`config.mk`:
```
export PLATFORM = sky130hd
export DESIGN_NAME = tl_display_scan_flat
export DESIGN_NICKNAME = d
export VERILOG_FILES = /design/src/rtl/tl_display_scan_pkg.sv /design/src/rtl/tl_display_scan_if.sv /design/src/rtl/tl_display_scan_seg7_hex_dec.sv /design/src/rtl/tl_display_scan.sv /design/src/flat_wrapper.sv
export SDC_FILE = /design/constraint.sdc
export NUM_CORES = 1
export LEC_CHECK = 0
export CORE_MARGIN = 5
export CORE_UTILIZATION = 30
export DETAILED_ROUTE_END_ITERATION = 8
export SYNTH_ARGS = -nofsm -noshare
export SYNTH_HDL_FRONTEND = slang
export SYNTH_SLANG_ARGS = --single-unit
```
`constraint.sdc`:
```
create_clock -name clk -period 5.02 [get_ports clk]
set_input_delay 0.753 -clock clk [delete_from_list [all_inputs] [get_ports clk]]
set_output_delay 0.753 -clock clk [all_outputs]
set_load 0.005 [all_outputs]
```
`src/rtl/tl_display_scan_pkg.sv`:
```
// Shared types, lamp-state encodings and the seven-segment hex table for the display stage.
// Latency: none; constants, types and a pure function only.
// Backpressure: not applicable; nothing here holds state or handshakes.
package tl_display_scan_pkg;

    // Lamp state as seen on {a_l, b_l}
    localparam logic [1:0] S0 = 2'b00;  // all-stop, steady amber
    localparam logic [1:0] S1 = 2'b01;  // street B go
    localparam logic [1:0] S2 = 2'b10;  // street A go
    localparam logic [1:0] S3 = 2'b11;  // flashing amber

    localparam logic [6:0] SEG_BLANK = 7'h00;

    // Discrete lamp outputs, kept together so they register as one word
    typedef struct packed {
        logic a_grn;
        logic a_red;
        logic b_grn;
        logic b_red;
        logic amber;
    } lamp_t;

    // Segment pattern {g,f,e,d,c,b,a}, active-high, for one hex digit
    function automatic logic [6:0] hex2seg(input logic [3:0] nib);
        logic [6:0] s;
        case (nib)
            4'h0: s = 7'h3F;
            4'h1: s = 7'h06;
            4'h2: s = 7'h5B;
            4'h3: s = 7'h4F;
            4'h4: s = 7'h66;
            4'h5: s = 7'h6D;
            4'h6: s = 7'h7D;
            4'h7: s = 7'h07;
            4'h8: s = 7'h7F;
            4'h9: s = 7'h6F;
            4'hA: s = 7'h77;
            4'hB: s = 7'h7C;
            4'hC: s = 7'h39;
            4'hD: s = 7'h5E;
            4'hE: s = 7'h79;
            default: s = 7'h71;
        endcase
        return s;
    endfunction

endpackage

```
`src/rtl/tl_display_scan_if.sv`:
```
// Bundle between the traffic-light controller and its display/lamp driver stage.
// Latency: none; wires only.
// Backpressure: none; the controller's timer/lamp values are sampled every clock.
interface tl_display_scan_if;
    logic [3:0] a_ti_l;
    logic [3:0] a_ti_h;
    logic [3:0] b_ti_l;
    logic [3:0] b_ti_h;
    logic       a_l;
    logic       b_l;
    logic [6:0] seg;
    logic [3:0] dig_en;
    logic       a_grn;
    logic       a_red;
    logic       b_grn;
    logic       b_red;
    logic       amber;

    // Controller side: supplies timers and lamp state, observes the display
    modport master (
        output a_ti_l, a_ti_h, b_ti_l, b_ti_h, a_l, b_l,
        input  seg, dig_en, a_grn, a_red, b_grn, b_red, amber
    );

    // Display stage side
    modport slave (
        input  a_ti_l, a_ti_h, b_ti_l, b_ti_h, a_l, b_l,
        output seg, dig_en, a_grn, a_red, b_grn, b_red, amber
    );
endinterface

```
`src/rtl/tl_display_scan_seg7_hex_dec.sv`:
```
// Combinational hex-digit to seven-segment decoder.
// Latency: zero cycles.
// Backpressure: none.
module seg7_hex_dec
    import tl_display_scan_pkg::*;
(
    input  logic [3:0] nib,
    output logic [6:0] seg
);

    // Pure table lookup
    always_comb begin
        seg = hex2seg(nib);
    end

endmodule

```
`src/rtl/tl_display_scan.sv`:
```
// Scans a 4-digit multiplexed seven-segment display from a frame snapshot and drives the lamps.
// Latency: seg/dig_en and lamps are one clock behind idx/snapshot and live a_l/b_l.
// Backpressure: none; inputs are sampled freely and the scan never stalls.
module tl_display_scan
    import tl_display_scan_pkg::*;
#(
    parameter int SCAN_DIV  = 4,
    parameter int BLINK_DIV = 64,
    parameter int LZB       = 1
) (
    input  logic              clk,
    input  logic              rst,
    tl_display_scan_if.slave  bus
);

    localparam int PW = $clog2(SCAN_DIV) + 1;
    localparam int BW = $clog2(BLINK_DIV) + 1;

    logic [PW-1:0] presc_q, presc_d;
    logic [1:0]    idx_q, idx_d;
    logic [15:0]   snap_q, snap_d;
    logic          load_pend_q, load_pend_d;
    logic [BW-1:0] blink_cnt_q, blink_cnt_d;
    logic          blink_ph_q, blink_ph_d;
    logic [6:0]    seg_q, seg_d;
    logic [3:0]    dig_en_q, dig_en_d;
    lamp_t         lamp_q, lamp_d;

    logic [15:0]   live_dat;
    logic [3:0]    cur_nib;
    logic [6:0]    dec_seg;
    logic          scan_wrap;

    assign live_dat = {bus.b_ti_h, bus.b_ti_l, bus.a_ti_h, bus.a_ti_l};
    assign cur_nib  = snap_q[{idx_q, 2'b00} +: 4];

    seg7_hex_dec u_dec (
        .nib (cur_nib),
        .seg (dec_seg)
    );

    // Digit scan, frame snapshot and registered segment/enable selection
    always_comb begin
        scan_wrap   = (presc_q == PW'(SCAN_DIV - 1));
        presc_d     = presc_q;
        idx_d       = idx_q;
        snap_d      = snap_q;
        load_pend_d = load_pend_q;
        seg_d       = SEG_BLANK;
        dig_en_d    = 4'b0000;
        if (load_pend_q) begin
            // First clock out of reset only loads the snapshot; the scan holds so that
            // the very first digit shown already comes from live data and gets its full dwell.
            snap_d      = live_dat;
            load_pend_d = 1'b0;
        end else begin
            presc_d = scan_wrap ? '0 : presc_q + PW'(1);
            if (scan_wrap) begin
                idx_d = idx_q + 2'd1;
            end
            // Recapture only between frames so one frame never mixes old and new timers
            if (scan_wrap && idx_q == 2'd3) begin
                snap_d = live_dat;
            end
            dig_en_d = 4'b0001 << idx_q;
            if (LZB != 0 && idx_q[0] && cur_nib == 4'h0) begin
                seg_d = SEG_BLANK;
            end else begin
                seg_d = dec_seg;
            end
        end
    end

    // Free-running amber blinker
    always_comb begin
        if (blink_cnt_q == BW'(BLINK_DIV - 1)) begin
            blink_cnt_d = '0;
            blink_ph_d  = ~blink_ph_q;
        end else begin
            blink_cnt_d = blink_cnt_q + BW'(1);
            blink_ph_d  = blink_ph_q;
        end
    end

    // Lamp decode from the live state bits; greens are mutually exclusive by construction
    always_comb begin
        lamp_d = '0;
        case ({bus.a_l, bus.b_l})
            S2:      begin lamp_d.a_grn = 1'b1; lamp_d.b_red = 1'b1; end
            S1:      begin lamp_d.b_grn = 1'b1; lamp_d.a_red = 1'b1; end
            S0:      lamp_d.amber = 1'b1;
            default: lamp_d.amber = blink_ph_q;
        endcase
    end

    // State and output registers, synchronous reset
    always_ff @(posedge clk) begin
        if (rst) begin
            presc_q     <= '0;
            idx_q       <= 2'd0;
            snap_q      <= 16'h0000;
            load_pend_q <= 1'b1;
            blink_cnt_q <= '0;
            blink_ph_q  <= 1'b0;
            seg_q       <= SEG_BLANK;
            dig_en_q    <= 4'b0000;
            lamp_q      <= '0;
        end else begin
            presc_q     <= presc_d;
            idx_q       <= idx_d;
            snap_q      <= snap_d;
            load_pend_q <= load_pend_d;
            blink_cnt_q <= blink_cnt_d;
            blink_ph_q  <= blink_ph_d;
            seg_q       <= seg_d;
            dig_en_q    <= dig_en_d;
            lamp_q      <= lamp_d;
        end
    end

    assign bus.seg    = seg_q;
    assign bus.dig_en = dig_en_q;
    assign bus.a_grn  = lamp_q.a_grn;
    assign bus.a_red  = lamp_q.a_red;
    assign bus.b_grn  = lamp_q.b_grn;
    assign bus.b_red  = lamp_q.b_red;
    assign bus.amber  = lamp_q.amber;

endmodule

```
`src/flat_wrapper.sv`:
```
// flat-port wrapper written by rule: the top's interface ports become plain ports
module tl_display_scan_flat import tl_display_scan_pkg::*;
#(
    parameter int SCAN_DIV  = 4,
    parameter int BLINK_DIV = 64,
    parameter int LZB       = 1
)
  (clk, rst, bus_a_ti_l, bus_a_ti_h, bus_b_ti_l, bus_b_ti_h, bus_a_l, bus_b_l, bus_seg, bus_dig_en, bus_a_grn, bus_a_red, bus_b_grn, bus_b_red, bus_amber);
  tl_display_scan_if bus_i ();
  input  logic clk;
  input  logic rst;
  input wire logic [$bits(bus_i.a_ti_l)-1:0] bus_a_ti_l;
  input wire logic [$bits(bus_i.a_ti_h)-1:0] bus_a_ti_h;
  input wire logic [$bits(bus_i.b_ti_l)-1:0] bus_b_ti_l;
  input wire logic [$bits(bus_i.b_ti_h)-1:0] bus_b_ti_h;
  input wire logic [$bits(bus_i.a_l)-1:0] bus_a_l;
  input wire logic [$bits(bus_i.b_l)-1:0] bus_b_l;
  output wire logic [$bits(bus_i.seg)-1:0] bus_seg;
  output wire logic [$bits(bus_i.dig_en)-1:0] bus_dig_en;
  output wire logic [$bits(bus_i.a_grn)-1:0] bus_a_grn;
  output wire logic [$bits(bus_i.a_red)-1:0] bus_a_red;
  output wire logic [$bits(bus_i.b_grn)-1:0] bus_b_grn;
  output wire logic [$bits(bus_i.b_red)-1:0] bus_b_red;
  output wire logic [$bits(bus_i.amber)-1:0] bus_amber;
  assign bus_i.a_ti_l = bus_a_ti_l;
  assign bus_i.a_ti_h = bus_a_ti_h;
  assign bus_i.b_ti_l = bus_b_ti_l;
  assign bus_i.b_ti_h = bus_b_ti_h;
  assign bus_i.a_l = bus_a_l;
  assign bus_i.b_l = bus_b_l;
  assign bus_seg = bus_i.seg;
  assign bus_dig_en = bus_i.dig_en;
  assign bus_a_grn = bus_i.a_grn;
  assign bus_a_red = bus_i.a_red;
  assign bus_b_grn = bus_i.b_grn;
  assign bus_b_red = bus_i.b_red;
  assign bus_amber = bus_i.amber;
  tl_display_scan #(.SCAN_DIV(SCAN_DIV), .BLINK_DIV(BLINK_DIV), .LZB(LZB)) u_core (.clk(clk), .rst(rst), .bus(bus_i));
endmodule
```
* Word level (Yosys, flattened, before mapping)
Memories as Yosys holds them, arrays and structs flattened. A register that Yosys moved wholly into a read port is not among the register bits.
Cells that the tools add are included.
** Operators by class
- Add/subtract/negate cells :: 3
- Multiply operators :: 0
- Divide/modulo/power cells :: 0
- Magnitude comparators :: 0
- Eq/ne operators :: 5
- Shift operators :: 2
- Muxes and demuxes :: 7
- Bitwise operators :: 2
- Reductions and logical operators :: 10
** Operator list (number)
- 2-to-1 mux 16 bit :: 2
- indexed part select 16 x 5 -> 4 bit :: 1
- adder 7 x 1 -> 7 bit, second input constant :: 1
- == test 7 x 6 -> 1 bit, second input constant :: 1
- OR reduction 2 bit :: 3
- == test 2 bit, second input constant :: 2
- logical NOT 4 bit :: 1
- left shift 1 x 2 -> 4 bit, first input constant :: 1
- adder 3 x 1 -> 3 bit, second input constant :: 1
- == test 3 x 2 -> 1 bit, second input constant :: 1
- 2-to-1 mux 3 bit :: 1
- OR reduction 3 bit :: 1
- adder 2 x 1 -> 2 bit, second input constant :: 1
- == test 2 x 1 -> 1 bit, second input constant :: 1
- logical AND 1 bit :: 2
- logical NOT 2 bit :: 1
- 2-to-1 mux 1 bit :: 2
- 2-to-1 mux 2 bit :: 1
- inverter 1 bit :: 2
- one-hot mux 1 bit (2 select lines) :: 1
- AND reduction 2 bit :: 1
- nonzero test 2 bit :: 1
** Storage, ports and cells
- Register bits after elaboration :: 38
- Bits in latches :: 0
- Bits in writable memories :: 0
- ROM bits :: 112
- Bits of input ports :: 20
- Output and inout port bits :: 16
- Word-level logic and storage cells :: 41
- Memories kept :: 1
** Memory list
- (name not given) :: depth 16, width 7, read ports 1, clocked after memory_dff 1, wr ports 0, line tl_display_scan_pkg.sv:26 : case (nib)

* Logic depth before layout (Yosys ltp)
Gate-level depths: netlist (run 1).
- Word-level depth :: 4
- Depth in mapped cells :: 8
- Gate-level depth less buffers :: 7

* Modules after synthesis
Synthesis (run 1) repeated with hierarchy kept, for this count alone.
** Unflattened totals
- Cell total of the unflattened synthesis :: 215
- Area, all modules :: 2003.2 µm²
** By module, submodules not included
- tl_display_scan :: times used 1, cells each 182, area an instance 1714.1 µm², seq. area each 880.8 µm²
- seg7_hex_dec :: times used 1, cells each 33, area an instance 289.0 µm², seq. area each 0.0 µm²

* Worst setup path before layout (run 1)
Ideal clock, no wire load.
- Path type :: register to register
- From :: register u_core.idx_q[0]
- To :: register u_core.seg_q[3] (netlist: u_core.bus.seg[3])
- Setup time :: 0.123 ns
- Data arrival time :: 1.920 ns
- Data required time :: 4.897 ns
- Path slack :: 2.978 ns
- Stages on the path, launching flop included :: 8
- Path buffers :: 1
- Period minus slack after synthesis :: 2.042 ns
- Cell sequence :: dfxtp_1 buf_2 mux4_2 inv_1 ha_1 and2_1 o21ai_0 a21oi_1
** On the way
- Word-level cells in the longest chain between the ends :: 4
** RTL lines
- start: declaration :: line tl_display_scan.sv:20 : logic [1:0] idx_q, idx_d;
- start signal: assignment :: line tl_display_scan.sv:110 : idx_q <= idx_d;
- indexed part select 16 x 5 -> 4 bit :: line tl_display_scan.sv:35 : assign cur_nib = snap_q[{idx_q, 2'b00} +: 4];
- logical NOT 4 bit :: line tl_display_scan.sv:66 : if (LZB != 0 && idx_q[0] && cur_nib == 4'h0) begin
- logical AND 1 bit :: line tl_display_scan.sv:66
- OR reduction 3 bit (no source line)
- end: declaration :: line tl_display_scan.sv:25 : logic [6:0] seg_q, seg_d;
Several ways; a longest one is shown, not always the timed one.
A chain may end at the register's enable or synchronous reset.

* Worst setup path after layout (run 1)
Same ends and word-level chain as after synthesis.

==> results of run 1 <==
## worst min-delay path by stage
stage	start	end	cells past startpoint
after floorplan	u_core.blink_cnt_q[0]	u_core.blink_cnt_q[0]	1
after global placement	u_core.blink_cnt_q[0]	u_core.blink_cnt_q[0]	1
after detailed placement	u_core.blink_cnt_q[0]	u_core.blink_cnt_q[0]	1
after CTS	u_core.blink_cnt_q[0]	u_core.blink_cnt_q[0]	1
after global routing	u_core.snap_q[8]	u_core.snap_q[8]	2
final	u_core.blink_cnt_q[0]	u_core.blink_cnt_q[0]	1
## per-stage QoR
step | cell area (um2) | setup WS [ps] | hold WS (ps) | instances | power [mW]
3_3_place_gp | 2290 | 2750 | 425 | 307 | 0.465
4_1_cts | 2400 | 2660 | 445 | 315 | 0.731
5_1_grt | 2400 | 2480 | 468 | 315 | 0.756
3_5_place_dp | 2290 | 2690 | 433 | 307 | 0.466
2_1_floorplan | 1900 | 2980 | 411 | 205 | 0.429
6_report | 2400 | 2680 | 439 | 315 | 0.719
## per-layer routing
layer,GRT usage,up-vias
li1,-,752
met1,0.127,638
met2,0.146,34
met3,0.0301,6
met4,0.0487,0
met5,0,-
## cells in the mapped netlist (all sizes together) (2+ instances only)
master / count
and3: 2
nand3: 3
dfxtp: 44
o21ai: 3
mux4: 4
xor2: 4
clkbuf: 6
a21oi: 22
ha: 10
nor2: 19
nand3b: 2
nor3: 3
nand2: 37
and2: 2
buf: 5
a221oi: 3
or2: 2
nor2b: 5
mux2i: 8
inv: 4
xnor2: 5
nor3b: 5
## flip-flops by register name, summed over array words and instances (netlist names), 2 cells and up
| signal | cells |
|---|---|
| u_core.bus.dig_en | 4 |
| u_core.snap_q | 16 |
| u_core.idx_q | 2 |
| u_core.bus.seg | 7 |
| u_core.presc_q | 3 |
| u_core.blink_cnt_q | 7 |
## layout make-up
cell class / instances / area (um2)
timing repair buffer: 36 / 358
multi-input combinational: 146 / 945
clock inverter: 2 / 35.0
clock buffer: 6 / 72.6
sequential: 44 / 881
tap: 77 / 96.3
inverter: 4 / 15.0
fill: 663 / 3840
## critical path, cell delays in order, from the launching register on
cell and delay (ps):
dfxtp_1 680, mux4_1 750, inv_1 180, ha_1 260, and2_1 130, o21ai_0 150
a21oi_1 80
## power by group through the flow
stage / Clock (mW) / Sequential [mW] / Combinational (mW)
floorplan: 0 / 0.381 / 0.0480
global placement: 0 / 0.384 / 0.0812
CTS: 0.273 / 0.376 / 0.0820
detailed placement: 0 / 0.384 / 0.0817
finish: 0.263 / 0.375 / 0.0809
global route: 0.286 / 0.378 / 0.0918
## logic make-up after synthesis
kind of cell,Yosys count,share of synthesized area
AOI/OAI and AO/OA,31,0.0909
buffers and inverters,15,0.0389
xor gates and xnor gates,9,0.0415
muxes,13,0.0975
and+or+nand+nor,83,0.202
DFF,44,0.464
adders and majority gates,10,0.0659
## cells in the final DEF, fill, tap and decap left out
cell             instances
a21o_1                   1
a21oi_1                 22
a221oi_1                 3
a22oi_1                  1
a31oi_1                  1
and2_1                   1
and2_4                   1
and3_1                   2
buf_4                    1
bufinv_16                1
clkbuf_1                 1
clkbuf_8                 5
clkdlybuf4s50_1         35
clkinv_2                 1
dfxtp_1                 44
ha_1                    10
inv_1                    4
mux2_2                   1
mux2i_1                  8
mux4_1                   1
mux4_2                   3
nand2_1                 37
nand3_1                  3
nand3b_1                 2
nand4_1                  1
nor2_1                  19
nor2b_1                  5
nor3_1                   3
nor3b_1                  5
nor4_1                   1
o21ai_0                  2
o21ai_1                  1
or2_2                    2
or3_1                    1
xnor2_1                  5
xor2_1                   4
==> flow_summary.toml, run 1 <==
[synth]
ys_seq_area_frac = 0.464
ys_seq_elements = 44
synthFlopType = "dfxtp_1"
yosysTopAreaCell = "dfxtp_1"
syn_avg_cell_area_um2 = 9.26
synth_area_leaders = "dfxtp_1, nand2_1, ha_1, a21oi_1, mux2i_1"
synth-edff-count = 0
syn-instance-count = 205
synth_top_area_frac = 0.464
synth_fp_nets = 235
yosys_warnings = 0
synthArstFlopShare = 0
netlist_area_mm2 = 0.00190
synthDistinctLibCells = 34

[cells_and_area]
syn_to_final_growth_pct = 26.5
fin_util = 0.385
nNetsFinal = 267
drive_gt1_frac = 0.0630
antenna_cells = 0

[floorplan]
rows = 29
die_w_um = 89.6
die_y_um = 89.6
coreArea_mm2 = 0.00624
start_util = 0.304
io_pins = 36
dieArea_mm2 = 0.00802

[clock_network]
cts_resized = 0
numCtsBuffers = 5
cts_tree = "done"
cts_num_sinks = 44
post_cts_buffers = 0
cts_root_buf = "clkbuf_8"
postCtsHoldBufs = 0
clock_latency_ps = 300
cts_buffer_depth = 2
path_clk_slew_ps = 80
htree_levels = 2

[global_route]
grt_pass1_wl_um = 6070
grt_pass1_vias = 1354
antenna_found_initial = 0
grt_max_degree = 33
track_usage = 0.0976
gr-total-overflow = 0

[setup_path]
worstSetupStartpointType = "register"
crit_required_ps = 5200
arrival_ps = 2520
rrSetupSlack_ps = 2680
critPathLaunch = "u_core.idx_q[0]"
worstPathMaxFanout = 14
cp-end-kind = "register"
r2r-end = "u_core.bus.seg[3]"
r2r_start = "u_core.idx_q[0]"
worstSetupPathType = "register to register"
critPathCapture = "u_core.bus.seg[3]"
r2r_cells = 6

[timing]
setup_viol = 0
maxSlewViolCount = 0
fmax_ghz = 0.427
min_period_ps = 2340
clock_skew_ps = 5.54
tightest_slew_ps = 1140
tns_ps = 0
period_share = 0.466
max_slew_margin = 0.241
rsz0062_at_grt = "no"
hold_viol_final = 0

[routing]
routed_wl_um = 3520
wl_met2_um = 1550
drt_first_pass_iters = 4
wl_met3_um = 207
drc = 0
drtIter0Drc = 32
wl_met1_um = 1690
viasPerCell = 4.54
wl_per_cell_um = 11.2
highest_layer = "met4"
num_vias = 1430
postRouteAntennaNets = 0

[power_and_ir_drop]
combPwrFrac = 0.112
power.share.clock = 0.366
p_leak_nw = 0.920
p_int_mw = 0.558
p_per_area_mw_per_mm2 = 299
power_frac_seq = 0.522
switchingPower_mw = 0.161
switching_share = 0.224
vdd_drop_max_uv = 148

[placement]
io_buffer_count = 35
gp_congestion = 0.875
dp_hpwl_um = 2570

[run_status]
status = "finished clean"

[job]
maxCapViolCount = 0

[worst_hold_path]
worstHoldPathType = "register to register"
(Power assumes the default switching activity.)
==> inputs of run 2 (changes only) <==
clock period = 2.35 ns   (was 5.02 ns; I/O delays follow)
==> run 2 against run 1 <==
  * Register-to-register slack got worse by 2300 ps
  * Non-clock buffer count increased by 3
  * Count of clock-buffer cells in the layout decreased by 1
  * Critical path depth unchanged
  * Power increased by 130%
  * Sequential power increased by 110%
  * Clock skew increased by 0.94 ps
  * Hold slack got worse by 4.6 ps
  * Flip-flop and latch count unchanged
  * Largest cell class unchanged
==> flow_summary.toml, run 2 (synthesized netlist as in run 1, its figures left out) <==
[run_status]
status = "finished clean"

[routing]
wl_per_cell_um = 11.8
postRouteAntennaNets = 0
routed_wl_um = 3740
num_vias = 1463
drc = 0
drtIter0Drc = 58
viasPerCell = 4.62
drt_first_pass_iters = 4

[timing]
min_period_ps = 1980
clock_skew_ps = 6.48
max_slew_margin = 0.676
setup_viol = 0
rsz0062_at_grt = "no"
tns_ps = 0
maxSlewViolCount = 0
period_share = 0.842
hold_ws_ps = 435
tightest_slew_ps = 485
fmax_ghz = 0.506
fin_ws_ps = 372
hold_viol_final = 0

[global_route]
grt_use_met2 = 0.168
antenna_found_initial = 0
grt_use_met1 = 0.126
grt_pass1_wl_um = 6380
gr-total-overflow = 0
track_usage = 0.104
grt_pass1_vias = 1457
grtUsageMet3 = 0.0328
grt-busiest-layer = "met2"
grt_max_degree = 32

[power_and_ir_drop]
p_leak_nw = 0.944
totalPowerFinal_mw = 1.64
p_per_area_mw_per_mm2 = 671
vdd_drop_max_uv = 243

[floorplan]
start_util = 0.304
coreArea_mm2 = 0.00624
die_y_um = 89.6
io_pins = 36
die_w_um = 89.6
rows = 29
dieArea_mm2 = 0.00802

[setup_path]
cp_num_buf_inv = 1
arrival_ps = 2150
max_stage_delay_ps = 670
slowest_stage = "mux4_1"
crit_required_ps = 2520
worstSetupStartpointType = "register"
cp_top_family = "multiplexers"
crit_path_cell_trace = "mux4_1, inv_1, ha_1, and2_1, o21ai_0, a21oi_1"
worstPathMaxFanout = 5
cp-end-kind = "register"
worstSetupPathType = "register to register"

[cells_and_area]
final_cell_mix = "dfxtp_1, nand2_1, clkdlybuf4s50_1, a21oi_1, nor2_1"
design_area_mm2 = 0.00245
top_register = "u_core.snap_q"
fin_util = 0.392
nNetsFinal = 270
drive_gt1_frac = 0.0750
antenna_cells = 0
syn_to_final_growth_pct = 28.8
final_common_cell = "dfxtp_1"
largest_reg_flops = 16
final_cell_count_no_fill = 317
fillers = 642

[placement]
dp.cells = 310
dp_hpwl_um = 2740
place_ws_ps = 386
placement.cell_area_mm2 = 0.00232
gp_congestion = 0.793
io_buffer_count = 35

[clock_network]
cts_resized = 0
post_cts_buffers = 0
numCtsBuffers = 5
clock_latency_ps = 290
path_clk_slew_ps = 80
cts_root_buf = "clkbuf_8"
cts_tree = "done"
postCtsHoldBufs = 0
cts_num_sinks = 44
htree_levels = 2
cts_buffer_depth = 2

[job]
maxCapViolCount = 0

[worst_hold_path]
worstHoldPathType = "register to register"
## run 2: worst reg2reg max path: cells and delay by family (launching register included)
kind / cells / cell delay, ps
AO/OA/AOI/OAI: 2 / 240
adder cells (fa/ha/maj): 1 / 260
buffers and inverters: 1 / 170
flip-flops: 1 / 390
multiplexers: 1 / 670
AND/OR/NAND/NOR: 1 / 140
## run 2: layout make-up
cell class / instances / area, um2 / area share
repair buffers: 39 / 380 / 0.155
clock inverters: 2 / 60.1 / 0.0246
clock buffers: 5 / 68.8 / 0.0281
inverters: 4 / 15.0 / 0.00614
multi-input cells: 146 / 945 / 0.386
well taps: 77 / 96.3 / 0.0394
flip-flops and latches: 44 / 881 / 0.360
## run 2: report_power, final
group | total (mW) | leakage (nW) | internal, mW | switching [mW]
Sequential | 0.801 | 0.361 | 0.780 | 0.0209
Clock | 0.664 | 0.0642 | 0.418 | 0.246
Combinational | 0.177 | 0.519 | 0.0984 | 0.0787
## run 2: path summary, 6_finish.rpt
path	cells after the start	slack (ps)	startpoint	end
setup reg to reg	6	370	u_core.idx_q[0]	u_core.bus.seg[3]
hold / removal	1	430	u_core.blink_cnt_q[0]	u_core.blink_cnt_q[0]
hold reg to reg	1	430	u_core.blink_cnt_q[0]	u_core.blink_cnt_q[0]
setup / recovery	6	370	u_core.idx_q[0]	u_core.bus.seg[3]
## run 2: routing by layer
metal	part of all wire	wire, um
met5	0	0
met4	0.019	72
met3	0.052	196
met2	0.46	1730
met1	0.47	1740
